`src/rtl/escaner_display_pkg.sv`:
```
// Shared constants and helpers for the 7-segment scanner.
// Digit count, nibble width, anode-off pattern, one-hot anode helper.
package pkg_display;

   localparam int         NUM_DIG_MAX = 8;
   localparam int         NIB_W       = 4;
   localparam logic [7:0] AN_OFF      = 8'hFF;

   // Active-low one-hot anode pattern for digit idx.
   function automatic logic [NUM_DIG_MAX-1:0] an_onehot(
      input logic [2:0] idx
   );
      return ~(8'b1 << idx);
   endfunction

endpackage

```
`src/rtl/escaner_display_divisor_refresco.sv`:
```
// Refresh prescaler: counts 0..TICKS_DIG-1 and wraps.
// Ports: clk_i, rst_i (sync, high), tick_o (last count), guarda_o.
module divisor_refresco #(
   parameter int TICKS_DIG = 100000,
   parameter int GUARDA    = 2
) (
   input  logic clk_i,
   input  logic rst_i,
   output logic tick_o,
   output logic guarda_o
);

   localparam int W = $clog2(TICKS_DIG);

   logic [W-1:0] cnt_q, cnt_d;

   // guarda_o describes the count being entered on the next edge,
   // so the registered anodes in the parent line up with it.
   always_comb begin
      tick_o   = (cnt_q == W'(TICKS_DIG - 1));
      cnt_d    = tick_o ? '0 : cnt_q + W'(1);
      guarda_o = (int'(cnt_d) < GUARDA);
   end

   always_ff @(posedge clk_i) begin
      if (rst_i) cnt_q <= '0;
      else       cnt_q <= cnt_d;
   end

endmodule

```
`src/rtl/escaner_display.sv`:
```
// Time-multiplexed 8-digit common-anode 7-segment scanner.
// Ports: Clk, Reset, Valor, Cargar, Habilita, CerosIzq -> Digito, Blanco, AN, Trama.
module escaner_display
   import pkg_display::*;
#(
   parameter int TICKS_DIG = 100000,
   parameter int NUM_DIG   = 8,
   parameter int GUARDA    = 2
) (
   input  logic                   Clk,
   input  logic                   Reset,
   input  logic [31:0]            Valor,
   input  logic                   Cargar,
   input  logic [NUM_DIG_MAX-1:0] Habilita,
   input  logic                   CerosIzq,
   output logic [NIB_W-1:0]       Digito,
   output logic                   Blanco,
   output logic [NUM_DIG_MAX-1:0] AN,
   output logic                   Trama
);

   localparam logic [2:0] ULT = 3'(NUM_DIG - 1);

   logic tick, en_guarda;
   logic frontera, ceros, oscuro;

   logic [2:0]             idx_q, idx_d;
   logic [31:0]            disp_q, disp_d;
   logic [31:0]            shad_q, shad_d;
   logic                   pend_q, pend_d;
   logic                   act_q, act_d;
   logic [NIB_W-1:0]       dig_q, dig_d;
   logic                   blanco_q, blanco_d;
   logic [NUM_DIG_MAX-1:0] an_q, an_d;
   logic                   trama_q, trama_d;

   divisor_refresco #(
      .TICKS_DIG (TICKS_DIG),
      .GUARDA    (GUARDA)
   ) u_div (
      .clk_i    (Clk),
      .rst_i    (Reset),
      .tick_o   (tick),
      .guarda_o (en_guarda)
   );

   always_comb begin
      frontera = tick && (idx_q == ULT);
      idx_d    = idx_q;
      if (tick) idx_d = frontera ? '0 : idx_q + 3'd1;

      disp_d = disp_q;
      shad_d = shad_q;
      pend_d = pend_q;
      // A load coinciding with the boundary bypasses the shadow.
      if (frontera) begin
         pend_d = 1'b0;
         if (Cargar)      disp_d = Valor;
         else if (pend_q) disp_d = shad_q;
      end else if (Cargar) begin
         shad_d = Valor;
         pend_d = 1'b1;
      end

      // Outputs stay dark until the first slot after reset.
      act_d = act_q | tick;

      // Leading zero: this digit and every higher one are zero.
      ceros = 1'b1;
      for (int j = 0; j < NUM_DIG; j++) begin
         if (j >= int'(idx_d) && disp_d[j*4 +: 4] != '0)
            ceros = 1'b0;
      end
      oscuro = !Habilita[idx_d] ||
               (CerosIzq && idx_d != '0 && ceros);

      dig_d    = disp_d[{idx_d, 2'b00} +: 4];
      blanco_d = oscuro;
      an_d     = (en_guarda || oscuro) ? AN_OFF : an_onehot(idx_d);
      trama_d  = frontera;
      if (!act_d) begin
         dig_d    = '0;
         blanco_d = 1'b1;
         an_d     = AN_OFF;
      end
   end

   always_ff @(posedge Clk) begin
      if (Reset) begin
         idx_q    <= ULT;
         disp_q   <= '0;
         shad_q   <= '0;
         pend_q   <= 1'b0;
         act_q    <= 1'b0;
         dig_q    <= '0;
         blanco_q <= 1'b1;
         an_q     <= AN_OFF;
         trama_q  <= 1'b0;
      end else begin
         idx_q    <= idx_d;
         disp_q   <= disp_d;
         shad_q   <= shad_d;
         pend_q   <= pend_d;
         act_q    <= act_d;
         dig_q    <= dig_d;
         blanco_q <= blanco_d;
         an_q     <= an_d;
         trama_q  <= trama_d;
      end
   end

   assign Digito = dig_q;
   assign Blanco = blanco_q;
   assign AN     = an_q;
   assign Trama  = trama_q;

endmodule

```
`config.mk`:
```
export PLATFORM = sky130hd
export DESIGN_NAME = escaner_display
export DESIGN_NICKNAME = d
export VERILOG_FILES = /design/src/rtl/escaner_display_pkg.sv /design/src/rtl/escaner_display_divisor_refresco.sv /design/src/rtl/escaner_display.sv
export SDC_FILE = /design/constraint.sdc
export NUM_CORES = 1
export LEC_CHECK = 0
export ABC_AREA = 1
export CAP_MARGIN = 15
export CORE_MARGIN = 5
export CORE_UTILIZATION = 50
export CTS_CLUSTER_SIZE = 14
export DETAILED_ROUTE_END_ITERATION = 16
export GPL_TIMING_DRIVEN = 0
export PLACE_DENSITY_LB_ADDON = 0.15
export SYNTH_ARGS = -nofsm -noshare
export SYNTH_HDL_FRONTEND = slang
export SYNTH_SLANG_ARGS = --single-unit
```
`constraint.sdc`:
```
create_clock -name Clk -period 4.4 [get_ports Clk]
set_input_delay 0.66 -clock Clk [delete_from_list [all_inputs] [get_ports Clk]]
set_output_delay 0.66 -clock Clk [all_outputs]
set_load 0.005 [all_outputs]
```
# Word level (Yosys, flattened, before mapping)
# Cells that the tools add are included.
dict set report totals {
  in_bits 44
  output_inout_bits 14
  wordCells 71
  regBits 100
}
dict set report classes {
  add_sub_neg 2
  order_cmp 9
  n_eq_ne 2
  n_shift 2
  mux 16
  reduce_logical 26
  bitwise_logic 4
}
# op count
set ops {}
lappend ops {{$mux 32} 3}
lappend ops {{$reduce_bool 4->1} 8}
lappend ops {{$shiftx 32x6->4} 1}
lappend ops {{$add 17x1->17 const B} 1}
lappend ops {{$eq 17x17->1 const B} 1}
lappend ops {{$lt 17x2->1 const B} 1}
lappend ops {{$mux 17} 1}
lappend ops {{$logic_and 1x1->1} 10}
lappend ops {{$ge 3x3->1 const A} 3}
lappend ops {{$mux 1} 9}
lappend ops {{$not 8->8} 1}
lappend ops {{$shl 1x3->8 const A} 1}
lappend ops {{$ge 1x3->1 const A} 2}
lappend ops {{$ge 2x3->1 const A} 2}
lappend ops {{$mux 3} 2}
lappend ops {{$lt 3x4->1 const B} 1}
lappend ops {{$reduce_or 2->1} 2}
lappend ops {{$add 3x1->3 const B} 1}
lappend ops {{$bmux 1 s3} 1}
lappend ops {{$eq 3x3->1 const B} 1}
lappend ops {{$reduce_bool 3->1} 1}
lappend ops {{$reduce_or 3->1} 1}
lappend ops {{$logic_or 1x1->1} 2}
lappend ops {{$not 1->1} 2}
lappend ops {{other kinds (3)} 3}

# Logic depth before layout (Yosys ltp)
# Gate-level depths: netlist of the first run.
dict set report depth {
  word_depth 18
  depth_mapped 17
  mapped_depth_nobuf 17
}

# By module
# A second synthesis of the first run with hierarchy kept.
dict set report hier_totals {
  cells_unflattened 773
  area_unflattened_um2 5008.6
}
# mod cells_each instances seq_area_each_um2 area_each_um2
set modules_own_cells {}
lappend modules_own_cells {escaner_display 596 1 1661.6 3961.3}
lappend modules_own_cells {divisor_refresco 177 1 340.3 1047.3}

# Least setup slack after synthesis of the first run
# Ideal clock, no wire load.
dict set report synth_path {
  path_kind {register -> register}
  start {reg u_div.cnt_q[0]}
  end {reg an_q[0], in the netlist AN[0]}
  slack_ps 2398
  n_path_buf 0
  t_required_ps 4270
  stages_incl_launch_ff 17
  period_less_slack_ps 2002
  setup_time_ps 130
  t_arrival_ps 1873
  cell_sequence {dfxtp_1 ha_1 nand2_2 nor2_8 nand2_2 nor2_4 nand3b_2 nand2_4 inv_2 nand2_4 inv_4 nand2_2 nand2_1 nor2_1 nand2_1 nand2_4 nand4_1}
}
dict set report synth_between {
  elab_chain_len 18
  word_cells_on_any_way 51
  cone_classes {1 x add/sub; 8 x order compare; 1 x eq/ne; 1 x shift; 14 x mux; 3 x bitwise; 23 x reduce/logical}
}
# element line
set synth_lines {}
lappend synth_lines {{start: declaration} escaner_display_divisor_refresco.sv:15} ;# logic [W-1:0] cnt_q, cnt_d;
lappend synth_lines {{start signal: assignment} escaner_display_divisor_refresco.sv:27} ;# else cnt_q <= cnt_d;
lappend synth_lines {{$eq 17x17->1} escaner_display_divisor_refresco.sv:20} ;# tick_o = (cnt_q == W'(TICKS_DIG - 1));
lappend synth_lines {{$logic_and 1x1->1} escaner_display.sv:48} ;# frontera = tick && (idx_q == ULT);
lappend synth_lines {{$mux 3 (2 in a row)} escaner_display.sv:50} ;# if (tick) idx_d = frontera ? '0 : idx_q + 3'd1;
lappend synth_lines {{$ge 1x3->1} escaner_display.sv:71} ;# if (j >= int'(idx_d) && disp_d[j*4 +: 4] != '0)
lappend synth_lines {{$logic_and 1x1->1} escaner_display.sv:71}
lappend synth_lines {{$mux 1 (8 in a row)} escaner_display.sv:71}
lappend synth_lines {{$logic_and 1x1->1} escaner_display.sv:75} ;# (CerosIzq && idx_d != '0 && ceros);
lappend synth_lines {{$logic_or 1x1->1} escaner_display.sv:74} ;# oscuro = !Habilita[idx_d] ||
lappend synth_lines {{$logic_or 1x1->1} escaner_display.sv:79} ;# an_d = (en_guarda || oscuro) ? AN_OFF : an_onehot(idx_d);
lappend synth_lines {{$reduce_or 3->1 (no source line)} n/a}
lappend synth_lines {{end signal: assignment} escaner_display.sv:107} ;# an_q <= an_d;
lappend synth_lines {{end: declaration} escaner_display.sv:34} ;# logic [NUM_DIG_MAX-1:0] an_q, an_d;
# Several ways; a longest one is shown, not always the timed one. The select of a mux whose other input is x is not followed.
# A chain may end at the register's enable or synchronous reset.

# Worst setup path after layout of the first run
dict set report layout_path {
  start {in Cargar}
  end {reg an_q[1], in the netlist AN[1]}
}
dict set report layout_between {
  elab_chain_len 16
  word_cells_on_any_way 29
  cone_classes {10 x mux; 19 x reduce/logical}
}
# element line
set layout_lines {}
lappend layout_lines {{start: declaration} escaner_display.sv:13} ;# input logic Cargar,
lappend layout_lines {{$mux 32 *} escaner_display.sv:58} ;# if (Cargar) disp_d = Valor;
lappend layout_lines {{$mux 32 *} escaner_display.sv:56} ;# if (frontera) begin
lappend layout_lines {{$reduce_bool 4->1} escaner_display.sv:71}
lappend layout_lines {{$logic_and 1x1->1} escaner_display.sv:71}
lappend layout_lines {{$mux 1 (7 in a row)} escaner_display.sv:71}
lappend layout_lines {{$mux 1 *} escaner_display.sv:71}
lappend layout_lines {{$logic_and 1x1->1 *} escaner_display.sv:75}
lappend layout_lines {{$logic_or 1x1->1 *} escaner_display.sv:74}
lappend layout_lines {{$logic_or 1x1->1 *} escaner_display.sv:79}
lappend layout_lines {{$reduce_or 3->1 (no source line) *} n/a}
# Mark *: on every way between the ends. The rest lies on a longest branch, timed or not.

==> results of run 1 <==
power breakdown:
part	switching [mW]	internal [mW]	total, mW
logic	0.0923	0.0702	0.162
clock network	0.341	0.269	0.610
registers	0.00955	0.926	0.935
total	0.443	1.26	1.71
per-stage QoR:
step                      area (µm²)  total power [mW]  hold WS (ns)  std cells
after floorplan                 5300              1.04         0.424        811
after global placement          6040              1.11         0.440       1004
after detailed placement        6040              1.12         0.446       1004
after CTS                       6230              1.72         0.461       1020
after global routing            6230              1.78         0.481       1020
final                           6230              1.71         0.456       1020
logic make-up (layout without fill, tap and decap cells):
group	Yosys count	count (layout)	share of synthesized area, %
buffers and inverters	123	196	9.52
AOI/OAI and AO/OA	122	122	12.2
xor gates and xnor gates	6	6	0.992
muxes	1	1	0.189
and+or+nand+nor	456	456	38.6
adders and majority gates	3	3	0.709
DFF	100	100	37.8
worst max-delay path: stages:
cell and delay, ns:
sky130_fd_sc_hd__clkdlybuf4s50_1 0.47, sky130_fd_sc_hd__buf_2 0.25, sky130_fd_sc_hd__clkbuf_1 0.42, sky130_fd_sc_hd__nand2_1 0.11, sky130_fd_sc_hd__nand2_1 0.10, sky130_fd_sc_hd__nand4_1 0.11
sky130_fd_sc_hd__nand2_1 0.15, sky130_fd_sc_hd__nor2_1 0.06, sky130_fd_sc_hd__nand2_1 0.08, sky130_fd_sc_hd__nand2_1 0.05, sky130_fd_sc_hd__nand2_1 0.12, sky130_fd_sc_hd__nor2_4 0.05
sky130_fd_sc_hd__nand2_4 0.09, sky130_fd_sc_hd__nand4_1 0.10
synthesized netlist by cell type (2+ instances only):
library cell,instances,area [µm²]
sky130_fd_sc_hd__buf_1,3,11.3
sky130_fd_sc_hd__clkbuf_1,22,82.6
sky130_fd_sc_hd__nor2_1,93,349
sky130_fd_sc_hd__a21oi_1,46,230
sky130_fd_sc_hd__o21ai_1,3,15.0
sky130_fd_sc_hd__nand3b_1,2,15.0
sky130_fd_sc_hd__nand2_2,10,62.6
sky130_fd_sc_hd__dfxtp_1,100,2000
sky130_fd_sc_hd__nor2_4,5,56.3
sky130_fd_sc_hd__nor3_1,10,50.1
sky130_fd_sc_hd__o21ai_0,50,250
sky130_fd_sc_hd__o22ai_1,16,100
sky130_fd_sc_hd__inv_1,74,278
sky130_fd_sc_hd__buf_2,11,55.1
sky130_fd_sc_hd__nor2_2,6,37.5
sky130_fd_sc_hd__nand3_1,41,205
sky130_fd_sc_hd__nand4_1,30,188
sky130_fd_sc_hd__nand3_2,2,20.0
sky130_fd_sc_hd__o211ai_1,4,30.0
sky130_fd_sc_hd__buf_6,3,33.8
sky130_fd_sc_hd__nand2_4,7,78.8
sky130_fd_sc_hd__xor2_1,5,43.8
sky130_fd_sc_hd__nand2_1,245,920
sky130_fd_sc_hd__inv_2,8,30.0
sky130_fd_sc_hd__ha_1,3,37.5
state kept, by name, indices dropped and copies added, names as in the netlist:
register and count:
Digito 4, Blanco 1, u_div.cnt_q 17, AN 8, Trama 1, act_q 1
disp_q 32, idx_q 3, pend_q 1, shad_q 32
cells in the final DEF (no fill, tap or decap), types with 4 or more instances in the layout:
| cell type | netlist | final |
|---|---|---|
| sky130_fd_sc_hd__nor2_4 | 5 | 5 |
| sky130_fd_sc_hd__dfxtp_1 | 100 | 100 |
| sky130_fd_sc_hd__o21ai_0 | 50 | 50 |
| sky130_fd_sc_hd__clkbuf_1 | 22 | 23 |
| sky130_fd_sc_hd__clkdlybuf4s50_1 | 0 | 57 |
| sky130_fd_sc_hd__nand4_1 | 30 | 30 |
| sky130_fd_sc_hd__nand2_1 | 245 | 245 |
| sky130_fd_sc_hd__inv_2 | 8 | 8 |
| sky130_fd_sc_hd__nand3_1 | 41 | 41 |
| sky130_fd_sc_hd__buf_2 | 11 | 11 |
| sky130_fd_sc_hd__o22ai_1 | 16 | 16 |
| sky130_fd_sc_hd__xor2_1 | 5 | 5 |
| sky130_fd_sc_hd__o211ai_1 | 4 | 4 |
| sky130_fd_sc_hd__clkbuf_8 | 0 | 9 |
| sky130_fd_sc_hd__nor3_1 | 10 | 10 |
| sky130_fd_sc_hd__nor2_1 | 93 | 93 |
| sky130_fd_sc_hd__nand2_2 | 10 | 10 |
| sky130_fd_sc_hd__a21oi_1 | 46 | 46 |
| sky130_fd_sc_hd__inv_1 | 74 | 74 |
| sky130_fd_sc_hd__nand2_4 | 7 | 7 |
| sky130_fd_sc_hd__nor2_2 | 6 | 6 |
metal layers:
metal,wire (µm),vias up,GRT usage (%)
met1,6480,2508,31.0
li1,-,2745,-
met2,7280,192,40.9
met5,0,-,0
met4,303,0,7.85
met3,1010,21,4.12
worst paths after layout:
kind	endpoint	start	slack, ns
max	AN[1]$_SDFF_PP1_	Cargar	1.84
min	shad_q[11]$_SDFFE_PP0P_	shad_q[11]$_SDFFE_PP0P_	0.46
max reg2reg	Digito[2]$_SDFF_PP0_	u_div.cnt_q[0]$_SDFF_PP0_	1.98
min reg2reg	shad_q[11]$_SDFFE_PP0P_	shad_q[11]$_SDFFE_PP0P_	0.46
area by class of cell:
type                    count  area share (%)
repair buffers             57            9.15
well taps                 136            2.73
inverters                  83            5.04
clock inverters             6            1.10
multi-input cells         588            44.8
plain buffers              40            3.05
flip-flops and latches    100            32.1
clock buffers              10            2.05
==> impl_metrics.tcl, run 1 <==
set metrics [dict create \
    outcome "finished, final reports clean" \
    place_ws_ns 1.45 \
    postCtsHoldBufs 0 \
    crit_path_max_fanout 10 \
    detailedRoute.firstPassIterationCount 6 \
    syn_area_per_cell_um2 6.53 \
    fin_setup_tns_ns 0 \
    postSynthRegisterBits 100 \
    detail_route.wirelength_mm 15.1 \
    post_cts.resized_instances 0 \
    die_h_um 113 \
    grt_setup_unrepaired "false" \
    first_global_vias 5106 \
    synthArstFlopShare_pct 0 \
    count_of_flip_flops_with_a_built_in_enable_after_synthesis 0 \
    clock_tree.root_cell "sky130_fd_sc_hd__clkbuf_8" \
    fraction_of_final_layout_cells_sized_beyond_drive_strength_1_pct 8.37 \
    post_cts_buffers 0 \
    sequential_cell_area_um2 2000 \
    nature_of_the_critical_path_endpoint "flop" \
    cts.clk_slew.worst_paths_ns 0.10 \
    cts_num_sinks 100 \
    maxCapViolations 0 \
    design.die.area_um2 12800 \
    dpl.hpwl_mm 11.8 \
    yosys.cell_types.count 37 \
    fin_crit_sh_pct 58.2 \
    seq_area_frac_synth_pct 37.8 \
    synth_fp_nets 858 \
    max-clock-path-buffers 2 \
    antenna_left 0 \
    insertedDiodeCount 0 \
    tritoncts "done" \
    weighted_congestion_reported_at_the_end_of_routability_driven_placement 0.928 \
    skew_pair_late_insertion_delay_ns 0.38 \
    port-buffer-count 57 \
    worst_hold_class "flop to flop" \
    htree_levels 3 \
    viasPerCell 5.36 \
    timing.slew.headroom_pct 59.7 \
    aggregate_global_route_resource_usage_pct 24.1 \
    post-route-worst-setup-slack_ns 1.84 \
    worst_ep_required_time_ns 4.65 \
    max_slew.worst_pin.slew_ns 0.604 \
    peakVddDrop_uv 195 \
    r2r.worst_path.cells 13 \
    hold_depth 2 \
    start_util_pct 51.3 \
    first_iter_violations 461 \
    fin_crit_ns 2.56 \
    standard_cell_row_count 37 \
    timing.critical_path.from_type "primary input" \
    globalRoute.totalOverflow 0 \
    clock.fmax_ghz 0.390 \
    grt_antenna_before_repair 0 \
    numCtsBuffers 9 \
    design.core.area_um2 10300 \
    timing.critical_path.arrival_ns 2.81 \
    cellLeakagePower_nw 2.73 \
    largest_net_degree_at_the_start_of_global_routing 18 \
    fin_nets 926 \
    utilization_pct 60.4 \
    fillers 1006 \
    finalMaxSlewViolations 0 \
    synth-main-ff-cell "sky130_fd_sc_hd__dfxtp_1" \
    design.portCount 58 \
    hold_violations 0 \
    routed_len_inst_um 14.8 \
    route.detailed.drc 0 \
    critical_path_class "primary input to flop" \
    die_width_um 113 \
    power.density_nw_per_um2 274 \
    grt_first_pass_wirelength_mm 24.8 \
    setup_viol 0 \
    yosys_warnings 0 \
    detailroute.via_count 5466 \
    multi_input_comb_area_um2 2790 \
    worst_clock_skew_ns 0.0144 \
    area.growth.synth_to_final_pct 17.7 \
    netlist_instances 811 \
    netlist_area_um2 5300 \
]
(Power assumes the default switching activity.)
==> inputs of run 2 (changes only) <==
==> constraint.sdc (replaced) <==
create_clock -name Clk -period 2.25 [get_ports Clk]
set_input_delay 0.3375 -clock Clk [delete_from_list [all_inputs] [get_ports Clk]]
set_output_delay 0.3375 -clock Clk [all_outputs]
set_load 0.005 [all_outputs]
==> impl_metrics.tcl, run 2 (same netlist as run 1, synthesis figures left out) <==
set metrics [dict create \
    layout.cells.most_common "sky130_fd_sc_hd__nand2_1" \
    aggregate_global_route_resource_usage_pct 24.3 \
    insertedDiodeCount 0 \
    max_slew.worst_pin.slew_ns 0.609 \
    hold_path.startpoint "shad_q[18]$_SDFFE_PP0P_" \
    fillers 960 \
    routed_len_inst_um 15.5 \
    hold_violations 0 \
    timing.slew.headroom_pct 59.4 \
    route.detailed.drc 0 \
    design.core.area_um2 10300 \
    total_switching_power_mw 0.885 \
    standard_cell_row_count 37 \
    fin_nets 954 \
    maxCapViolations 0 \
    fin_setup_tns_ns 0 \
    internal_power_of_the_cells_mw 2.48 \
    worst_clock_skew_ns 0.0138 \
    placedCellCount 1004 \
    utilization_pct 64.9 \
    crit_path_start "u_div.cnt_q[0]$_SDFF_PP0_" \
    tritoncts "done" \
    clock_tree.root_cell "sky130_fd_sc_hd__clkbuf_8" \
    peakVddDrop_uv 380 \
    detailedRoute.firstPassIterationCount 6 \
    timing.critical_path.from_type "flop" \
    dpl.hpwl_mm 11.8 \
    nature_of_the_critical_path_endpoint "flop" \
    largestRegisters "disp_q (32), shad_q (32), u_div.cnt_q (17)" \
    numCtsBuffers 9 \
    cellLeakagePower_nw 2.92 \
    crit_path_max_fanout 7 \
    fin_crit_ns 2.21 \
    first_global_vias 5214 \
    cts_num_sinks 100 \
    power.density_nw_per_um2 501 \
    cts.clk_slew.worst_paths_ns 0.10 \
    power.share.sequential_pct 54.4 \
    max-clock-path-buffers 2 \
    die_width_um 113 \
    power.switching_fraction_pct 26.3 \
    fraction_of_final_layout_cells_sized_beyond_drive_strength_1_pct 17.0 \
    antenna_left 0 \
    start_util_pct 51.3 \
    worst_hold_class "flop to flop" \
    skew_pair_late_insertion_delay_ns 0.39 \
    p_comb_share_pct 9.9 \
    grt_first_pass_wirelength_mm 25.1 \
    timing.critical_path.arrival_ns 2.49 \
    die_h_um 113 \
    port-buffer-count 57 \
    clock.fmax_ghz 0.453 \
    critical_path_class "flop to flop" \
    htree_levels 3 \
    design.portCount 58 \
    detailroute.via_count 5672 \
    fin_crit_sh_pct 98.0 \
    commonest_cells_after_routing_fill_and_taps_aside "sky130_fd_sc_hd__nand2_1 (234), sky130_fd_sc_hd__dfxtp_1 (87), sky130_fd_sc_hd__nor2_1 (80), sky130_fd_sc_hd__inv_1 (72), sky130_fd_sc_hd__clkdlybuf4s50_1 (57)" \
    setup_viol 0 \
    grt_antenna_before_repair 0 \
    clkPwrFrac_pct 35.7 \
    finalMaxSlewViolations 0 \
    weighted_congestion_reported_at_the_end_of_routability_driven_placement 0.928 \
    largest_net_degree_at_the_start_of_global_routing 18 \
    detail_route.wirelength_mm 16.2 \
    design.die.area_um2 12800 \
    final_cells 1048 \
    worst_ep_required_time_ns 2.54 \
    first_iter_violations 661 \
    viasPerCell 5.41 \
    area.growth.synth_to_final_pct 26.6 \
    outcome "finished, final reports clean" \
    globalRoute.totalOverflow 0 \
    critical_path.reg2reg.startpoint "u_div.cnt_q[0]$_SDFF_PP0_" \
]
run 2: changes by cell type in the layout (fill, tap and decap cells not counted), sizes merged:
cell / before / now
buf: 18 / 43
nand2: 262 / 264
nand4: 31 / 32
run 2: worst max-delay path, stage by stage (launching register included):
cell and delay [ns]:
sky130_fd_sc_hd__dfxtp_4 0.38, sky130_fd_sc_hd__ha_4 0.15, sky130_fd_sc_hd__nand2_4 0.07, sky130_fd_sc_hd__nor2_8 0.12, sky130_fd_sc_hd__nand2_2 0.07, sky130_fd_sc_hd__nor2_4 0.18
sky130_fd_sc_hd__nand2_4 0.10, sky130_fd_sc_hd__nand2_4 0.11, sky130_fd_sc_hd__nand2_8 0.09, sky130_fd_sc_hd__nor2_4 0.17, sky130_fd_sc_hd__buf_4 0.14, sky130_fd_sc_hd__nand3_1 0.06
sky130_fd_sc_hd__o211ai_1 0.09, sky130_fd_sc_hd__o21ai_0 0.12, sky130_fd_sc_hd__a21oi_1 0.26
run 2: metal layers:
layer / vias up / global-route usage (%) / wire [µm]
met1: 2602 / 30.9 / 6850
li1: 2804 / - / -
met4: 0 / 8.49 / 471
met2: 228 / 41.5 / 7850
met3: 38 / 4.39 / 1060
met5: - / 0 / 0
run 2: cell type report:
class | instances | area [µm²] | share of cell area, %
Multi-Input combinational cell | 591 | 3020 | 45.0
Sequential cell | 100 | 2030 | 30.3
Timing Repair Buffer | 82 | 759 | 11.3
Inverter | 83 | 314 | 4.68
Buffer | 40 | 220 | 3.28
Tap cell | 136 | 170 | 2.54
Clock buffer | 10 | 128 | 1.90
Clock inverter | 6 | 68.8 | 1.03
run 2: power groups by stage:
| stage | clock (mW) | combinational (mW) | sequential [mW] |
|---|---|---|---|
| floorplan | 0 | 0.173 | 1.87 |
| global placement | 0 | 0.308 | 1.87 |
| detailed placement | 0 | 0.314 | 1.87 |
| CTS | 1.22 | 0.318 | 1.83 |
| global route | 1.29 | 0.367 | 1.83 |
| finish | 1.20 | 0.334 | 1.83 |
run 2: worst paths after layout:
kind / cells after the start / slack [ns] / to
hold / removal: 2 / 0.46 / shad_q[18]$_SDFFE_PP0P_
hold reg to reg: 2 / 0.46 / shad_q[18]$_SDFFE_PP0P_
setup / recovery: 14 / 0.04 / Digito[0]$_SDFF_PP0_
setup reg to reg: 14 / 0.04 / Digito[0]$_SDFF_PP0_
run 2: repair_timing:
action                                  in CTS  in global routing
gates cloned                                 0                  4
gates resized for setup                     10                 81
setup buffers                               13                 11
pin swaps                                    5                 24
hold buffers                                 0                  0
endpoints found under the setup margin      12                 24
run 2: through the flow:
stage / setup WS [ns] / power [mW] / hold slack (ns) / cell area (µm²)
final: 0.0446 / 3.36 / 0.459 / 6700
after global routing: -0.0266 / 3.49 / 0.478 / 6700
after CTS: 0.000367 / 3.37 / 0.461 / 6380
after detailed placement: -0.377 / 2.18 / 0.446 / 6040
after global placement: -0.345 / 2.18 / 0.440 / 6040
after floorplan: 0.248 / 2.04 / 0.424 / 5300
==> inputs of run 3 (changes only) <==
--- a/config.mk
+++ b/config.mk
@@ -9,10 +9,12 @@
 export CAP_MARGIN = 15
 export CORE_MARGIN = 5
 export CORE_UTILIZATION = 50
+export CTS_CLUSTER_DIAMETER = 60
 export CTS_CLUSTER_SIZE = 14
 export DETAILED_ROUTE_END_ITERATION = 16
 export GPL_TIMING_DRIVEN = 0
 export PLACE_DENSITY_LB_ADDON = 0.15
+export RECOVER_POWER = 50
 export SYNTH_ARGS = -nofsm -noshare
 export SYNTH_HDL_FRONTEND = slang
 export SYNTH_SLANG_ARGS = --single-unit
==> impl_metrics.tcl, run 3 (same netlist as run 1, synthesis figures left out) <==
set metrics [dict create \
    cts_num_sinks 100 \
    critical_path_class "flop to flop" \
    htree_levels 3 \
    viasPerCell 5.40 \
    dpl.hpwl_mm 11.8 \
    route.detailed.drc 0 \
    utilization_pct 64.9 \
    grt_antenna_before_repair 0 \
    aggregate_global_route_resource_usage_pct 24.3 \
    clkPwrFrac_pct 35.7 \
    design.die.area_um2 12800 \
    crit_path_max_fanout 9 \
    first_global_vias 5214 \
    power.switching_fraction_pct 26.3 \
    nature_of_the_critical_path_endpoint "flop" \
    setup_viol 0 \
    max_slew.worst_pin.slew_ns 0.625 \
    start_util_pct 51.3 \
    largestRegisters "disp_q (32), shad_q (32), u_div.cnt_q (17)" \
    power.density_nw_per_um2 501 \
    final_cell_area_um2 6700 \
    cts.clk_slew.worst_paths_ns 0.10 \
    detailedRoute.firstPassIterationCount 5 \
    insertedDiodeCount 0 \
    timing.critical_path.from_type "flop" \
    globalRoute.totalOverflow 0 \
    die_width_um 113 \
    multi_input_comb_area_um2 3020 \
    routed_len_inst_um 15.5 \
    peakVddDrop_uv 380 \
    finalMaxSlewViolations 0 \
    clock.fmax_ghz 0.457 \
    fin_nets 954 \
    first_iter_violations 662 \
    worst_hold_class "flop to flop" \
    detailroute.via_count 5659 \
    fin_crit_ns 2.19 \
    hold_violations 0 \
    area.growth.synth_to_final_pct 26.6 \
    max-clock-path-buffers 2 \
    cellLeakagePower_nw 2.91 \
    total_switching_power_mw 0.886 \
    largest_net_degree_at_the_start_of_global_routing 18 \
    standard_cell_row_count 37 \
    fraction_of_final_layout_cells_sized_beyond_drive_strength_1_pct 17.0 \
    timing.slew.headroom_pct 58.3 \
    worst_clock_skew_ns 0.0138 \
    fin_setup_tns_ns 0 \
    detailed_place.area_um2 6040 \
    port-buffer-count 57 \
    layout.cells.most_common "sky130_fd_sc_hd__nand2_1" \
    sequential_cell_area_um2 2030 \
    clock_tree.root_cell "sky130_fd_sc_hd__clkbuf_8" \
    fin_crit_sh_pct 97.2 \
    outcome "finished, final reports clean" \
    skew_pair_late_insertion_delay_ns 0.39 \
    grt_first_pass_wirelength_mm 25.1 \
    numCtsBuffers 9 \
    antenna_left 0 \
    design.portCount 58 \
    fillers 960 \
    maxCapViolations 0 \
    postCtsHoldBufs 0 \
    timing.critical_path.arrival_ns 2.45 \
    die_h_um 113 \
    detail_route.wirelength_mm 16.2 \
    total_power_mw 3.36 \
    fin_worst_hold_slack_ns 0.458 \
    power.share.sequential_pct 54.4 \
    weighted_congestion_reported_at_the_end_of_routability_driven_placement 0.928 \
    commonest_cells_after_routing_fill_and_taps_aside "sky130_fd_sc_hd__nand2_1 (234), sky130_fd_sc_hd__dfxtp_1 (87), sky130_fd_sc_hd__nor2_1 (80), sky130_fd_sc_hd__inv_1 (72), sky130_fd_sc_hd__o21ai_0 (48)" \
    p_comb_share_pct 9.9 \
    design.core.area_um2 10300 \
    tritoncts "done" \
    internal_power_of_the_cells_mw 2.48 \
    worst_ep_required_time_ns 2.51 \
]
==> run 3: changes by cell type in the layout (fill, tap and decap cells not counted) <==
cell                              change
sky130_fd_sc_hd__clkbuf_1             +1
sky130_fd_sc_hd__clkdlybuf4s50_1     -15
sky130_fd_sc_hd__dlygate4sd3_1       +15
sky130_fd_sc_hd__buf_1                -1
==> run 3: power by group through the flow <==
stage	Sequential [mW]	Combinational [mW]	Clock [mW]
5_1_grt	1.83	0.367	1.29
3_3_place_gp	1.87	0.308	0
3_5_place_dp	1.87	0.314	0
2_1_floorplan	1.87	0.173	0
4_1_cts	1.83	0.318	1.22
6_report	1.83	0.333	1.20
==> run 3: cell type report <==
| class | instances | share of cell area [%] |
|---|---|---|
| plain buffers | 40 | 3.28 |
| clock buffers | 10 | 1.90 |
| clock inverters | 6 | 1.03 |
| inverters | 83 | 4.68 |
| multi-input cells | 591 | 45.0 |
| flip-flops and latches | 100 | 30.3 |
| well taps | 136 | 2.54 |
| repair buffers | 82 | 11.3 |
==> run 3: timing repair <==
action                                  4_1_cts  5_1_grt
gates cloned                                  0        4
endpoints found under the setup margin       12       24
setup buffers                                13       11
gates resized for setup                      10       81
pin swaps                                     5       24
==> run 3: per-layer routing <==
metal	global-route usage [%]	share of wire [%]	vias up	routed length (µm)
met4	8.49	2.8	0	456
met2	41.5	49	230	7870
met3	4.39	6.7	37	1090
li1	-	-	2802	-
met5	0	0	-	0
met1	30.9	42	2590	6790
==> run 3: path summary, 6_finish.rpt <==
| kind | to | cells after the start | slack, ns | from |
|---|---|---|---|---|
| setup reg to reg | AN[1]$_SDFF_PP1_ | 16 | 0.06 | u_div.cnt_q[0]$_SDFF_PP0_ |
| hold / removal | shad_q[11]$_SDFFE_PP0P_ | 2 | 0.46 | shad_q[11]$_SDFFE_PP0P_ |
| setup / recovery | AN[1]$_SDFF_PP1_ | 16 | 0.06 | u_div.cnt_q[0]$_SDFF_PP0_ |
| hold reg to reg | shad_q[11]$_SDFFE_PP0P_ | 2 | 0.46 | shad_q[11]$_SDFFE_PP0P_ |
==> run 3: metrics by stage <==
step | std cells | worst slack [ns]
CTS | 1033 | 0.000367
floorplan | 811 | 0.248
finish | 1048 | 0.0627
global placement | 1004 | -0.345
detailed placement | 1004 | -0.377
global route | 1048 | -0.0266
==> run 3: worst max-delay path, stage by stage (launching register included) <==
cell and delay [ns]:
sky130_fd_sc_hd__dfxtp_4 0.38, sky130_fd_sc_hd__ha_4 0.15, sky130_fd_sc_hd__nand2_4 0.07, sky130_fd_sc_hd__nor2_8 0.12, sky130_fd_sc_hd__nand3_1 0.12, sky130_fd_sc_hd__nor2_2 0.18, sky130_fd_sc_hd__buf_6 0.16, sky130_fd_sc_hd__buf_4 0.11
sky130_fd_sc_hd__nand4_1 0.11, sky130_fd_sc_hd__nand2_1 0.15, sky130_fd_sc_hd__nor2_1 0.07, sky130_fd_sc_hd__nand2_1 0.07, sky130_fd_sc_hd__nand2_1 0.08, sky130_fd_sc_hd__nand2_2 0.08, sky130_fd_sc_hd__nor2_4 0.06, sky130_fd_sc_hd__nand2_4 0.08
sky130_fd_sc_hd__nand4_1 0.10
